### config.mk
export PLATFORM = sky130hd
export DESIGN_NAME = wb_sevenseg_scan
export DESIGN_NICKNAME = d
export VERILOG_FILES = /design/src/rtl/sevenseg_pkg.sv /design/src/rtl/sevenseg_hex_decode.sv /design/src/rtl/wb_sevenseg_scan.sv
export SDC_FILE = /design/constraint.sdc
export NUM_CORES = 1
export LEC_CHECK = 0
export BUFFER_PORTS_ARGS = -buffer_cell sky130_fd_sc_hd__buf_2
export CORE_UTILIZATION = 66
export CTS_BUF_LIST = sky130_fd_sc_hd__clkbuf_8
export CTS_CLUSTER_DIAMETER = 80
export DETAILED_ROUTE_END_ITERATION = 6
export PLACE_DENSITY = 0.93
export SLEW_MARGIN = 10
export SYNTH_ARGS = -nofsm -noshare
export SYNTH_HDL_FRONTEND = slang
export SYNTH_SLANG_ARGS = --single-unit
### constraint.sdc
create_clock -name i_clk -period 4.6 [get_ports i_clk]
set_clock_uncertainty 0.1 [all_clocks]
set_input_delay 0.92 -clock i_clk [delete_from_list [all_inputs] [get_ports i_clk]]
set_output_delay 0.92 -clock i_clk [all_outputs]
set_load 0.01 [all_outputs]
### src/rtl/sevenseg_pkg.sv
// Shared constants for the seven-segment scan controller: register map, CTRL bits, hex font.
// No logic state; the helper function is purely combinational.
// No flow control; the package only provides types and constants.
package sevenseg_pkg;

    // Register byte offsets
    localparam logic [7:0] OFF_CTRL  = 8'h00;
    localparam logic [7:0] OFF_DATA  = 8'h04;
    localparam logic [7:0] OFF_PRESC = 8'h08;
    localparam logic [7:0] OFF_BLINK = 8'h0C;
    localparam logic [7:0] OFF_RAW0  = 8'h10;

    // CTRL bit positions
    localparam int CTRL_EN    = 0;
    localparam int CTRL_RAW   = 1;
    localparam int CTRL_BLINK = 2;
    localparam int CTRL_MASK  = 8;

    // Active-low {g,f,e,d,c,b,a} patterns for hex digits 0..F
    localparam logic [6:0] HEX_SEG [16] = '{
        7'h40, 7'h79, 7'h24, 7'h30, 7'h19, 7'h12, 7'h02, 7'h78,
        7'h00, 7'h10, 7'h08, 7'h03, 7'h46, 7'h21, 7'h06, 7'h0E
    };

    typedef enum logic {
        PH_OFF = 1'b0,
        PH_ON  = 1'b1
    } blink_ph_t;

    // Byte-lane merge of a bus write into the current register value
    function automatic logic [31:0] wb_merge(input logic [31:0] old_val,
                                             input logic [31:0] wdat,
                                             input logic [3:0]  sel);
        logic [31:0] res;
        for (int b = 0; b < 4; b++) begin
            res[8*b +: 8] = sel[b] ? wdat[8*b +: 8] : old_val[8*b +: 8];
        end
        return res;
    endfunction

endpackage

### src/rtl/sevenseg_hex_decode.sv
// Hex nibble to active-low seven-segment pattern.
// Latency: combinational, zero cycles.
// No backpressure; output follows input continuously.
module sevenseg_hex_decode
    import sevenseg_pkg::*;
(
    input  logic [3:0] i_nib,
    output logic [6:0] o_seg
);

    assign o_seg = HEX_SEG[i_nib];

endmodule

### src/rtl/wb_sevenseg_scan.sv
// Wishbone-slave multiplexed seven-segment scanner: N digits, prescaled scan, mask, raw/hex, blink, frame irq.
// Latency: bus ack one cycle after request; o_an/o_seg registered, one cycle after index/register change.
// Backpressure: none; every request is acked the next cycle, so at most one access per two cycles.
module wb_sevenseg_scan
    import sevenseg_pkg::*;
#(
    parameter int                  N_DIGITS  = 8,
    parameter int                  PRESC_W   = 16,
    parameter logic [PRESC_W-1:0]  PRESC_RST = PRESC_W'(12500),
    parameter int                  BLINK_W   = 8,
    parameter int                  AW        = 6
) (
    input  logic                 i_clk,
    input  logic                 i_rst_n,
    input  logic [AW-1:0]        i_wb_adr,
    input  logic [31:0]          i_wb_dat,
    input  logic [3:0]           i_wb_sel,
    input  logic                 i_wb_we,
    input  logic                 i_wb_cyc,
    input  logic                 i_wb_stb,
    output logic [31:0]          o_wb_rdt,
    output logic                 o_wb_ack,
    output logic [N_DIGITS-1:0]  o_an,
    output logic [6:0]           o_seg,
    output logic                 o_frame_irq
);

    localparam int IDX_W = (N_DIGITS > 1) ? $clog2(N_DIGITS) : 1;

    // Bus-visible registers
    logic                 r_ack;
    logic [31:0]          r_rdt;
    logic                 r_en;
    logic                 r_raw_mode;
    logic                 r_blink_en;
    logic [N_DIGITS-1:0]  r_mask;
    logic [4*N_DIGITS-1:0] r_data;
    logic [PRESC_W-1:0]   r_presc;
    logic [BLINK_W-1:0]   r_blink;
    logic [6:0]           r_raw [N_DIGITS];

    // Scan / blink state and output registers
    logic [PRESC_W-1:0]   r_cnt;
    logic [IDX_W-1:0]     r_idx;
    logic [BLINK_W-1:0]   r_fcnt;
    blink_ph_t            r_phase;
    logic [N_DIGITS-1:0]  r_an;
    logic [6:0]           r_seg;
    logic                 r_irq;

    logic [7:0]           w_adr;
    logic [7:0]           w_raw_off;
    logic                 w_raw_hit;
    logic                 w_req;
    logic                 w_wr;
    logic [31:0]          w_rd;
    logic [31:0]          w_wval;
    logic                 w_en_on;
    logic                 w_presc_wr;
    logic                 w_tick;
    logic                 w_last;
    logic                 w_wrap;
    logic                 w_lit;
    logic                 w_dead;
    logic [3:0]           w_nib;
    logic [6:0]           w_hex;
    logic                 w_unused_adr;

    // Byte address with the lane bits cleared; lane bits carry no meaning for 32-bit registers
    assign w_adr        = 8'({i_wb_adr[AW-1:2], 2'b00});
    assign w_unused_adr = ^i_wb_adr[1:0];
    assign w_raw_off    = w_adr - OFF_RAW0;
    assign w_raw_hit    = (w_adr >= OFF_RAW0) && (w_raw_off[7:2] < 6'(N_DIGITS));

    assign w_req      = i_wb_cyc & i_wb_stb & ~r_ack;
    assign w_wr       = w_req & i_wb_we;
    assign w_wval     = wb_merge(w_rd, i_wb_dat, i_wb_sel);
    assign w_en_on    = w_wr && (w_adr == OFF_CTRL) && w_wval[CTRL_EN];
    assign w_presc_wr = w_wr && (w_adr == OFF_PRESC);

    // Read mux; unimplemented bits and addresses read as zero
    always_comb begin
        w_rd = '0;
        if (w_adr == OFF_CTRL) begin
            w_rd[CTRL_EN]               = r_en;
            w_rd[CTRL_RAW]              = r_raw_mode;
            w_rd[CTRL_BLINK]            = r_blink_en;
            w_rd[CTRL_MASK +: N_DIGITS] = r_mask;
        end else if (w_adr == OFF_DATA) begin
            w_rd[4*N_DIGITS-1:0] = r_data;
        end else if (w_adr == OFF_PRESC) begin
            w_rd[PRESC_W-1:0] = r_presc;
        end else if (w_adr == OFF_BLINK) begin
            w_rd[BLINK_W-1:0] = r_blink;
        end else if (w_raw_hit) begin
            w_rd[6:0] = r_raw[w_raw_off[2 +: IDX_W]];
        end
    end

    // Bus slave: registered ack/read data and byte-lane register writes on the ack edge
    always_ff @(posedge i_clk) begin
        if (!i_rst_n) begin
            r_ack      <= 1'b0;
            r_rdt      <= '0;
            r_en       <= 1'b0;
            r_raw_mode <= 1'b0;
            r_blink_en <= 1'b0;
            r_mask     <= '0;
            r_data     <= '0;
            r_presc    <= PRESC_RST;
            r_blink    <= '0;
            for (int k = 0; k < N_DIGITS; k++) begin
                r_raw[k] <= 7'h7F;
            end
        end else begin
            r_ack <= w_req;
            r_rdt <= (w_req && !i_wb_we) ? w_rd : '0;
            if (w_wr) begin
                if (w_adr == OFF_CTRL) begin
                    r_en       <= w_wval[CTRL_EN];
                    r_raw_mode <= w_wval[CTRL_RAW];
                    r_blink_en <= w_wval[CTRL_BLINK];
                    r_mask     <= w_wval[CTRL_MASK +: N_DIGITS];
                end
                if (w_adr == OFF_DATA)  r_data  <= w_wval[4*N_DIGITS-1:0];
                if (w_adr == OFF_PRESC) r_presc <= w_wval[PRESC_W-1:0];
                if (w_adr == OFF_BLINK) r_blink <= w_wval[BLINK_W-1:0];
                for (int k = 0; k < N_DIGITS; k++) begin
                    if (w_raw_hit && (w_raw_off[7:2] == 6'(k))) r_raw[k] <= w_wval[6:0];
                end
            end
        end
    end

    assign w_tick = r_en & (r_cnt == '0);
    assign w_last = (r_idx == IDX_W'(N_DIGITS - 1));
    assign w_wrap = w_tick & w_last;

    // Prescaler and digit index; enabling preloads the counter so digit 0 gets a full period
    always_ff @(posedge i_clk) begin
        if (!i_rst_n) begin
            r_cnt <= '0;
            r_idx <= '0;
        end else if (!r_en) begin
            r_idx <= '0;
            r_cnt <= w_en_on ? r_presc : '0;
        end else begin
            if (w_tick) r_idx <= w_last ? '0 : r_idx + 1'b1;
            if (w_presc_wr)  r_cnt <= w_wval[PRESC_W-1:0];
            else if (w_tick) r_cnt <= r_presc;
            else             r_cnt <= r_cnt - 1'b1;
        end
    end

    // Blink phase FSM: toggles after BLINK completed frames, parked ON when blinking is off
    always_ff @(posedge i_clk) begin
        if (!i_rst_n) begin
            r_phase <= PH_ON;
            r_fcnt  <= '0;
        end else if (!r_blink_en || (r_blink == '0)) begin
            r_phase <= PH_ON;
            r_fcnt  <= '0;
        end else if (w_wrap) begin
            if (r_fcnt + 1'b1 == r_blink) begin
                r_fcnt <= '0;
                case (r_phase)
                    PH_ON:   r_phase <= PH_OFF;
                    default: r_phase <= PH_ON;
                endcase
            end else begin
                r_fcnt <= r_fcnt + 1'b1;
            end
        end
    end

    assign w_nib = r_data[{r_idx, 2'b00} +: 4];

    sevenseg_hex_decode u_hex (
        .i_nib (w_nib),
        .o_seg (w_hex)
    );

    // A one-cycle digit slot (reload 0) has no room for a blank, so dead time needs a nonzero reload
    assign w_lit  = r_en & r_mask[r_idx] & ((r_phase == PH_ON) | ~r_blink_en);
    assign w_dead = w_tick & (r_presc != '0);

    // Output registers: blank on the tick cycle, otherwise drive the current digit if lit
    always_ff @(posedge i_clk) begin
        if (!i_rst_n) begin
            r_an  <= '1;
            r_seg <= 7'h7F;
            r_irq <= 1'b0;
        end else begin
            if (w_lit && !w_dead) begin
                r_an  <= ~(N_DIGITS'(1) << r_idx);
                r_seg <= r_raw_mode ? r_raw[r_idx] : w_hex;
            end else begin
                r_an  <= '1;
                r_seg <= 7'h7F;
            end
            r_irq <= w_wrap;
        end
    end

    assign o_wb_ack    = r_ack;
    assign o_wb_rdt    = r_rdt;
    assign o_an        = r_an;
    assign o_seg       = r_seg;
    assign o_frame_irq = r_irq;

endmodule

==> results of run 1 <==
worst max-delay path: cells and delay by family, from the launching register on:
kind	cells	cell delay, ps
adder cells (fa/ha/maj)	1	300
multiplexers	3	1540
AO/OA/AOI/OAI	2	360
flip-flops	1	880
AND/OR/NAND/NOR	1	60
buffers and inverters	1	200
logic make-up (layout without fill, tap and decap cells):
logic type                 Yosys count  after routing  synth area share (%)
AOI/OAI and AO/OA                  198            198                  14.0
xor gates and xnor gates            25             25                  2.21
adders and majority gates           18             18                  2.28
buffers and inverters               87            194                  4.06
DFF                                203            203                  46.7
muxes                               94             94                  14.7
and+or+nand+nor                    336            336                  16.0
cell usage in the layout, fill, tap and decap left out, types with 11 or more instances in the layout:
cell type,n
sky130_fd_sc_hd__a211oi_1,38
sky130_fd_sc_hd__a21oi_1,34
sky130_fd_sc_hd__and2_1,20
sky130_fd_sc_hd__buf_2,93
sky130_fd_sc_hd__buf_4,21
sky130_fd_sc_hd__clkbuf_8,39
sky130_fd_sc_hd__dfxtp_1,147
sky130_fd_sc_hd__edfxtp_1,56
sky130_fd_sc_hd__ha_1,18
sky130_fd_sc_hd__inv_1,34
sky130_fd_sc_hd__mux2_2,11
sky130_fd_sc_hd__mux2i_1,37
sky130_fd_sc_hd__mux4_2,30
sky130_fd_sc_hd__nand2_1,87
sky130_fd_sc_hd__nand3_1,54
sky130_fd_sc_hd__nor2_1,115
sky130_fd_sc_hd__o21ai_0,23
sky130_fd_sc_hd__o21ai_1,12
sky130_fd_sc_hd__o22ai_1,13
sky130_fd_sc_hd__xnor2_1,17
final timing paths:
| path | from | to | depth (start not counted) |
|---|---|---|---|
| max | r_idx[0] | o_seg[6] | 8 |
| min | r_data[30] | o_wb_rdt[30] | 1 |
| max reg2reg | r_idx[0] | o_seg[6] | 8 |
| min reg2reg | r_data[30] | o_wb_rdt[30] | 1 |
flip-flops by register name (all words and copies together), names as in the netlist, named ones only:
| signal | cells |
|---|---|
| o_frame_irq | 1 |
| o_seg | 7 |
| r_raw | 56 |
| r_blink | 8 |
| r_mask | 8 |
| r_en | 1 |
| r_idx | 3 |
| r_raw_mode | 1 |
| o_wb_rdt | 32 |
| r_phase | 1 |
| o_an | 8 |
| r_blink_en | 1 |
| r_cnt | 16 |
| r_presc | 16 |
| o_wb_ack | 1 |
| r_data | 32 |
| r_fcnt | 8 |
routing by layer:
layer / routed length [um] / global-route usage, % / vias up
met5: 0 / 0 / -
met2: 12200 / 53.8 / 661
met3: 3310 / 7.77 / 119
met4: 979 / 13.5 / 0
met1: 10100 / 46.6 / 3916
li1: - / - / 3703
cell type report:
cell class | instances | share of cell area [%]
inverters | 24 | 0.816
flip-flops and latches | 203 | 41.9
multi-input cells | 671 | 44.1
repair buffers | 114 | 5.64
clock inverters | 17 | 0.657
clock buffers | 39 | 4.86
well taps | 184 | 2.08
per-stage QoR:
step	std cells	setup slack, ps	power [mW]
after global placement	1196	805	2.13
after CTS	1252	1030	3.55
after floorplan	961	1690	2.06
after global routing	1252	816	3.66
after detailed placement	1196	622	2.14
final	1252	1020	3.57
power by group through the flow:
| stage | clock network, mW | logic, mW | registers (mW) |
|---|---|---|---|
| after floorplan | 0 | 0.157 | 1.90 |
| final | 1.45 | 0.247 | 1.86 |
| after CTS | 1.45 | 0.238 | 1.86 |
| after global placement | 0 | 0.226 | 1.90 |
| after detailed placement | 0 | 0.234 | 1.90 |
| after global routing | 1.54 | 0.260 | 1.86 |
==> results.txt, run 1 <==
* Number of library cell types mapped by synthesis: 75
- For the pin with the worst max-slew slack, the measured transition is 1290 ps.
- H-tree lvl count: 1
- The clock drives 203 sinks.
- Placement Cell Area: 0.0104 sq mm
- Net switching is 24.5% of the power.
- Across all layers, the routed design uses 8399 vias.
- Die X: 124 um
- Critical path cell sequence: mux4_1 > mux2i_1 > inv_1 > ha_1 > mux2_1 > a221o_1 > o21ai_1 > nand2_1
* CTS Hold Bufs: 0
* Worst Path Class, Setup: register to register
* Kind of start point of the critical path: register
- Yosys Warn Count: 0
- The worst hold path belongs to the class register to register.
- Register area share after synthesis: 46.7%
* Clock period minus worst slack: 3580 ps
- Compared with the post-synthesis result, the final layout area differs by 11.6%.
* Die area: 0.0155 sq mm
- Biggest area contributors in the synthesized netlist: sky130_fd_sc_hd__dfxtp_1 30%, sky130_fd_sc_hd__edfxtp_1 17%, sky130_fd_sc_hd__mux4_2 6.8%, sky130_fd_sc_hd__nor2_1 4.4%, sky130_fd_sc_hd__mux2i_1 3.7%
* Filler cell count: 882
* Final clock period utilization by the worst path: 77.9%
* Number of nets at the end of the flow: 1110
* Flop and latch count out of synthesis: 203
* Core Util, Final: 75.7%
- Relative slew slack: 13.6%
* Commonest register cell after synthesis: sky130_fd_sc_hd__dfxtp_1
- Critical path's slowest cell: sky130_fd_sc_hd__dfxtp_1
* Detail Placement HPWL: 18100 um
- Part of the power in combinational logic: 6.9%
- After detailed routing, the number of remaining DRC violations is 0.
- Sequential cell area: 0.00462 sq mm
- In the final layout, the multi-input gates occupy 0.00487 sq mm.
- The root buffer cell chosen for the clock tree is sky130_fd_sc_hd__clkbuf_8.
- The detail route stage leaves a number of antenna-violating nets equal to 0.
- The congestion estimate from routability-driven global placement came to 0.925.
* Post-CTS Resized: 0
- Maximum capacitance violations: 0
- Total wire length: 26700 um
* Number of hold violations in the final report: 0
* Static power due to leakage: 4.16 nW
* Buffers inserted by post-CTS timing repair: 0
- The average instance in the mapped netlist occupies 10.3 sq um.
- Across every metal layer, demand over resource in global routing totals 34.4%.
* Vias per cell: 6.71
- Later-pin clock latency in the skew report: 580 ps
- The run finished with clean final reports.
* Achievable clock frequency: 279 MHz
- Sum Neg Setup Slack: 0 ps
- Total grt overflow: 0
- The number of global-route vias before repair came to 8116.
- Count of TritonRoute iterations in the first routing pass: 6
- Site Rows: 44
* Switching pwr: 874 uW
- Cell Int Power: 2.69 mW
- Post-synth EDFFs: 56
- sky130_fd_sc_hd__dfxtp_1 is the most common cell in the netlist.
- Core footprint: 0.0146 sq mm
- Data arrives at the worst endpoint at 3920 ps.
* Most frequent cells after synthesis: 147 x sky130_fd_sc_hd__dfxtp_1, 115 x sky130_fd_sc_hd__nor2_1, 87 x sky130_fd_sc_hd__nand2_1, 56 x sky130_fd_sc_hd__edfxtp_1, 54 x sky130_fd_sc_hd__nand3_1
- Number of buffers on the longest clock path: 3
- First-pass GRT wire length: 42500 um
- Synthesis handed over a netlist of 961 instances.
- Sequential cells account for 52.3% of the total power.
- Counting flops with an async set or reset pin after synthesis yields a share of 0%.
- The initial antenna violation count came to 0.
- The clock network is responsible for 40.8% of the overall power.
* Cell taking the most area after synthesis: sky130_fd_sc_hd__dfxtp_1
* DR WL/cell: 21.3 um
- For this configuration, the core starts out at a cell density of 67.8%.
* Final-report max-slew violation count: 0
* Endpoint class of the critical path: register
* Peak VDD IR: 0.000193 V
- TritonCTS built the clock tree.
- Height of the die: 124 um
- Synthesis produced a netlist with a net count of 1026.
* Power density over the cells: 323 mW/mm^2
- The detailed router finished its first iteration with 1353 violations.
* Worst path max stage delay: 880 ps
- Fraction of synthesized cell area taken by the top area cell type: 29.7%
* Count of port buffers added during placement: 93
- STA puts the critical path data required time at 4930 ps.
- The tightest hold path in the finished design has a slack of 379 ps.
* Crit Path Max Fanout: 15
- After synthesis the cells add up to 0.00989 sq mm.
- Clock-pin slew was measured on the worst setup and hold paths at 70 ps.
- Final antenna diode count: 0
* Pin count of the biggest net entering global routing: 58
- Clock tree synthesis inserted a total of 31 buffers.
* Count of endpoints failing setup in the final report: 0
* Share of final-layout standard cells stronger than drive strength 1: 20.9%
- Unrepaired setup endpoints after global routing: no
- Final Instance Area: 0.0110 sq mm
* Top-Level Pins: 96
* Register-to-register setup slack: 1020 ps
Power figures use the tool's default switching activity.
==> run 2: changes to the inputs <==
--- a/config.mk
+++ b/config.mk
@@ -6,11 +6,11 @@
 export NUM_CORES = 1
 export LEC_CHECK = 0
 export BUFFER_PORTS_ARGS = -buffer_cell sky130_fd_sc_hd__buf_2
-export CORE_UTILIZATION = 66
+export CORE_UTILIZATION = 56
 export CTS_BUF_LIST = sky130_fd_sc_hd__clkbuf_8
 export CTS_CLUSTER_DIAMETER = 80
 export DETAILED_ROUTE_END_ITERATION = 6
-export PLACE_DENSITY = 0.93
+export PLACE_DENSITY = 0.84
 export SLEW_MARGIN = 10
 export SYNTH_ARGS = -nofsm -noshare
 export SYNTH_HDL_FRONTEND = slang
==> constraint.sdc (replaced) <==
create_clock -name i_clk -period 2.9 [get_ports i_clk]
set_clock_uncertainty 0.1 [all_clocks]
set_input_delay 0.58 -clock i_clk [delete_from_list [all_inputs] [get_ports i_clk]]
set_output_delay 0.58 -clock i_clk [all_outputs]
set_load 0.01 [all_outputs]
==> results.txt, run 2 (synthesis gave the netlist of run 1 again) <==
* Status: finished clean
- Measured in cells, the most critical reg-to-reg path has a length of 8.
* Count of vias placed by the detailed router: 8403
* Root buffer cell: sky130_fd_sc_hd__clkbuf_8
- Number of DRC markers in iteration 0: 873
- Gr usage total: 29.4%
* Actual transition at the worst max-transition pin: 756 ps
* Worst path max stage delay: 580 ps
- Antenna Violating Nets Remaining: 0
- The finished layout holds 1339 standard cells, fillers aside.
* Total grt overflow: 0
- Area added between synthesis and finish: 16.8%
* Power density over the cells: 515 mW/mm^2
* Maximum capacitance violations: 0
- Post-Place Worst Slack: 47.7 ps
- Crit Path Max Fanout: 6
- The region available for standard cell placement spans 0.0173 sq mm.
* Final clock period utilization by the worst path: 97.2%
- Critical R2R Launch: r_idx[0]
- Counting both buffers and inverters, the worst setup path holds a total of 1.
- Number of nets at the end of the flow: 1156
* DR WL/cell: 19.7 um
- The path class of the tightest hold or removal check is primary input to register.
- The worst hold path terminates at r_data[29].
- Based on the critical path, the design can be clocked at up to 355 MHz.
* Clock edge transition at the registers on the reported setup and hold paths: 60 ps
- The first global-routing pass estimated 41300 um of wire.
- Post-CTS Resized: 0
- Endpoint class of the critical path: register
- CTS Hold Bufs: 0
* Starting Density: 57.2%
- Leaving out fill and tap cells, the most frequent cell in the layout is sky130_fd_sc_hd__dfxtp_1.
- Critical path cell sequence: mux4_2 > mux2i_1 > inv_1 > ha_1 > mux2_1 > a221o_1 > o21ai_1 > nand2_1
- Summed over all cells, the static leakage comes to 4.43 nW.
- Setup slack on the critical path of the routed design comes to 81.5 ps.
- Number of global-route vias before repair: 7932
- Total wire length: 26300 um
- At the end of routability-driven placement, the weighted congestion stood at 0.910.
- Antenna violations before repair: 0
- Height of the die: 135 um
- Share of final-layout standard cells stronger than drive strength 1: 24.1%
- CTS built an H-tree with a depth of 2.
* Top-Level Pins: 96
* Clock sink total: 203
- The endpoint identified for the worst register-to-register timing path is o_seg[6].
- Site Rows: 48
- TritonCTS Buffers: 35
* Worst hold path cell count: 3
- DP Cell Count: 1279
- The clock period could shrink to 2820 ps.
- The most critical setup path has its startpoint at r_idx[0].
* Unrepaired setup endpoints after global routing: no
- Detail Placement HPWL: 18700 um
* Sum Neg Setup Slack: 0 ps
- Number of flip-flops under the largest register name: 56
- TritonCTS clock tree: built
- Count of TritonRoute iterations in the first routing pass: 6
- Final-report max-slew violation count: 0
* Register name with the most flops: r_raw
- For this run, the share of the core covered by cells in the final layout is 66.8%.
- For the worst-skew pair, the clock arrives at the later sink with an insertion delay of 530 ps.
* Peak VDD IR: 0.000315 V
* Critical path's slowest cell: sky130_fd_sc_hd__mux4_2
- Once the clock tree was built, the setup fixing pass inserted 0 buffers.
- Entering global routing, the biggest net connects 72 pins.
- The setup check on the worst reg-to-reg path leaves a slack of 80 ps.
- Dividing the detail-routed via count by the number of cells gives 6.28.
- Commonest non-fill, non-tap cells in the layout: 147 x sky130_fd_sc_hd__dfxtp_1, 115 x sky130_fd_sc_hd__nor2_1, 93 x sky130_fd_sc_hd__buf_2, 87 x sky130_fd_sc_hd__nand2_1, 58 x sky130_fd_sc_hd__buf_4
- Count of port buffers added during placement: 93
- At the worst endpoint, the arrival time is 3080 ps.
* Final antenna diode count: 0
* Die X: 135 um
- At the worst endpoint, the required time is 3160 ps.
- In the routed design, unresolved DRC markers number 0.
- Category of cells accounting for the largest share of critical-path delay: multiplexers
* Worst Path Class, Setup: register to register
- The die covers 0.0182 sq mm.
- Number of hold violations in the final report: 0
- Headroom to the max-slew limit came out at 49.6%.
- The worst hold path begins at i_wb_dat[29].
- Kind of start point of the critical path: register
* Number of buffers on the longest clock path: 3
- Count of endpoints failing setup in the final report: 0
==> run 2: worst reg2reg max path: cells and delay by family, from the launching register on <==
family,cells,cell delay (ps)
AOI/OAI and AO/OA,2,360
buffers and inverters,1,150
and+or+nand+nor,1,60
DFF,1,520
adders and majority gates,1,270
muxes,3,1200
==> run 2: stage by stage <==
| stage | hold WS (ps) | instance area (sq um) | power, mW |
|---|---|---|---|
| final | 203 | 11600 | 5.96 |
| after detailed placement | 363 | 10900 | 3.44 |
| after global placement | 359 | 10900 | 3.43 |
| after global routing | 202 | 11600 | 6.13 |
| after CTS | 188 | 11600 | 5.97 |
| after floorplan | 333 | 9890 | 3.26 |
==> run 2: metal layers <==
metal	GRT usage [%]	routed length, um
met5	0	0
met4	11.7	880
met3	6.42	2710
met2	47.1	12200
met1	38.9	10500
==> run 2: final cells by class <==
cell class / count / area, sq um
multi-input cells: 671 / 4870
clock inverters: 20 / 136
inverters: 24 / 90.1
flip-flops and latches: 203 / 4620
repair buffers: 156 / 1000
clock buffers: 40 / 551
fillers: 1278 / 5740
well taps: 225 / 282
==> run 2: worst max-delay path by stage <==
stage | to | slack [ps] | depth (start not counted)
detailed placement | r_raw[5][3] | 50 | 8
floorplan | o_seg[6] | 140 | 9
global route | o_seg[6] | 30 | 8
global placement | r_raw[1][0] | 70 | 10
CTS | o_seg[6] | 90 | 8
finish | o_seg[6] | 80 | 8
==> run 2: report_power, final <==
group          switching (mW)  internal (mW)  leakage, nW
clock network            1.13           1.43        0.397
logic                   0.263          0.171         2.41
registers              0.0182           2.94         1.62
==> run 3: changes to the inputs <==
--- a/config.mk
+++ b/config.mk
@@ -6,11 +6,10 @@
 export NUM_CORES = 1
 export LEC_CHECK = 0
 export BUFFER_PORTS_ARGS = -buffer_cell sky130_fd_sc_hd__buf_2
-export CORE_UTILIZATION = 56
-export CTS_BUF_LIST = sky130_fd_sc_hd__clkbuf_8
+export CORE_UTILIZATION = 54
 export CTS_CLUSTER_DIAMETER = 80
 export DETAILED_ROUTE_END_ITERATION = 6
-export PLACE_DENSITY = 0.84
+export PLACE_DENSITY = 0.82
 export SLEW_MARGIN = 10
 export SYNTH_ARGS = -nofsm -noshare
 export SYNTH_HDL_FRONTEND = slang
==> results.txt, run 3 (synthesis gave the netlist of run 1 again) <==
- Setup repair after global routing left no endpoint under its margin.
* Die X: 137 um
* Count of TritonRoute iterations in the first routing pass: 5
- Buffers inserted by post-CTS timing repair: 0
- Core Util, Final: 64.1%
* Antenna violations before repair: 0
- The tool flagged a number of max-cap violations equal to 0.
- Area added between synthesis and finish: 16.3%
* DR WL/cell: 19.7 um
- For this run, the total global-route usage over all layers was measured as 27.6%.
- Overall power of the completed layout: 5.97 mW
* Type of the worst min-delay path: primary input to register
* Number of nets at the end of the flow: 1138
* Clock edge transition at the registers on the reported setup and hold paths: 60 ps
- Relative slew slack: 16.1%
* Actual transition at the worst max-transition pin: 1260 ps
- STA puts the critical path data required time at 3120 ps.
- In the final routing, the length of wire on met1 measures 11000 um.
- Dividing the detail-routed via count by the number of cells gives 6.19.
* Site Rows: 49
* Filler cell count: 1396
- The detailed router finished its first iteration with 802 violations.
* Top-Level Pins: 96
* Number of global-route vias before repair: 7341
* Sum Neg Setup Slack: 0 ps
- Final clock period utilization by the worst path: 96.9%
* Count of endpoints failing setup in the final report: 0
- Total grt overflow: 0
- Achievable clock frequency: 356 MHz
- The worst setup path is captured at a register.
- Antenna Violating Nets Remaining: 0
- Count of vias placed by the detailed router: 8151
- In this run the number of H-tree levels came out at 1.
* Post-Place Worst Slack: -32.5 ps
- The run finished with clean final reports.
- Starting Density: 55.1%
- Power density over the cells: 519 mW/mm^2
* DRC viols: 0
- The register with the most flip-flops in the layout has 56 of them.
- Kind of start point of the critical path: register
- Detail Placement HPWL: 18800 um
* Sequential cell area: 0.00463 sq mm
- At the worst endpoint, the arrival time is 3030 ps.
- Die area: 0.0189 sq mm
- More flip-flops sit in one register than any other, and that register is r_raw.
* Total wire length: 25900 um
- Summed over all nets, wire length on met2 after detailed routing comes to 11800 um.
* Static power due to leakage: 4.33 nW
- CTS saw 203 sinks.
- The hold violation total from the final report is 0.
- Crit Path Max Fanout: 8
- Most common cell after layout, fill and taps aside: sky130_fd_sc_hd__dfxtp_1
- Buffers placed on the I/O ports in this run total 93.
- The worst path meets setup with 90.8 ps of slack.
- IR analysis of the VDD net gives a maximum drop of 0.000427 V.
* Pin count of the biggest net entering global routing: 72
- In the final layout, the share of cells above drive strength 1 is 23.1%.
* Commonest non-fill, non-tap cells in the layout: 146 x sky130_fd_sc_hd__dfxtp_1, 115 x sky130_fd_sc_hd__nor2_1, 93 x sky130_fd_sc_hd__buf_2, 87 x sky130_fd_sc_hd__nand2_1, 56 x sky130_fd_sc_hd__edfxtp_1
- Clock period minus worst slack: 2810 ps
* Core footprint: 0.0180 sq mm
- TritonCTS built the clock tree.
- TritonCTS Buffers: 21
- In the final layout, the multi-input gates occupy 0.00487 sq mm.
- The number of pins exceeding their max-slew limit in the final report was 0.
- Routed length on met3: 2490 um
- The later pin in the worst-skew pair is clocked with a latency of 510 ps.
- The first global-routing pass estimated 39800 um of wire.
- The highest metal layer carrying signal wires in the routed design is met4.
* Final antenna diode count: 0
- At the end of routability-driven placement, the weighted congestion stood at 0.934.
- The critical path is of the register to register type.
- In this run the deepest clock path goes through 3 buffers.
* Height of the die: 137 um
* Root buffer cell: sky130_fd_sc_hd__clkbuf_16
## run 3: cell count changes in the layout (fill, tap and decap cells not counted), moves of 2 or more
cell | before | now
sky130_fd_sc_hd__buf_4 | 58 | 54
sky130_fd_sc_hd__clkinv_2 | 4 | 1
sky130_fd_sc_hd__clkbuf_16 | 0 | 21
sky130_fd_sc_hd__clkbuf_8 | 40 | 6
sky130_fd_sc_hd__clkinv_4 | 0 | 2
sky130_fd_sc_hd__bufinv_16 | 2 | 0
sky130_fd_sc_hd__clkbuf_1 | 0 | 3
sky130_fd_sc_hd__inv_1 | 33 | 21
## run 3: routing by layer
| layer | GRT usage [%] | vias to the layer above |
|---|---|---|
| li1 | - | 3767 |
| met1 | 39.2 | 3912 |
| met2 | 43.2 | 424 |
| met3 | 4.08 | 48 |
| met4 | 8.67 | 0 |
| met5 | 0 | - |
## run 3: final timing paths
kind                              startpoint  depth (start not counted)           end  slack, ps
worst min-delay path            i_wb_dat[17]                          3    r_data[17]        210
worst max-delay path                r_idx[0]                          8      o_seg[6]         90
worst min register to register    r_data[18]                          1  o_wb_rdt[18]        380
worst max register to register      r_idx[0]                          8      o_seg[6]         90
## run 3: stage by stage
| stage | area [sq um] | hold slack [ps] | cells |
|---|---|---|---|
| floorplan | 9890 | 333 | 961 |
| global placement | 10800 | 359 | 1279 |
| detailed placement | 10800 | 362 | 1279 |
| CTS | 11500 | 207 | 1316 |
| global route | 11500 | 231 | 1316 |
| finish | 11500 | 212 | 1316 |
## run 3: worst max-delay path: stages (launching register included)
cell                      delay [ps]
sky130_fd_sc_hd__dfxtp_2         450
sky130_fd_sc_hd__mux4_1          640
sky130_fd_sc_hd__mux2i_2         270
sky130_fd_sc_hd__inv_1           140
sky130_fd_sc_hd__ha_1            280
sky130_fd_sc_hd__mux2_1          300
sky130_fd_sc_hd__a221o_1         290
sky130_fd_sc_hd__o21ai_1          80
sky130_fd_sc_hd__nand2_1          60
## run 3: layout make-up
type | instances | share of cell area (%)
Multi-Input combinational cell | 671 | 42.3
Tap cell | 229 | 2.49
Timing Repair Buffer | 152 | 8.43
Sequential cell | 203 | 40.2
Inverter | 24 | 0.783
Clock buffer | 30 | 5.38
Clock inverter | 7 | 0.402
## run 3: timing repair
action | CTS | global route
hold endpoints to repair | 0 | 0
hold buffers | 0 | 0
resized for setup | 1 | 1
setup endpoints to repair | 1 | 1
## run 3: report_power, final
group          switching (mW)  internal [mW]
Combinational           0.262          0.168
Sequential             0.0183           2.94
Clock                    1.10           1.49
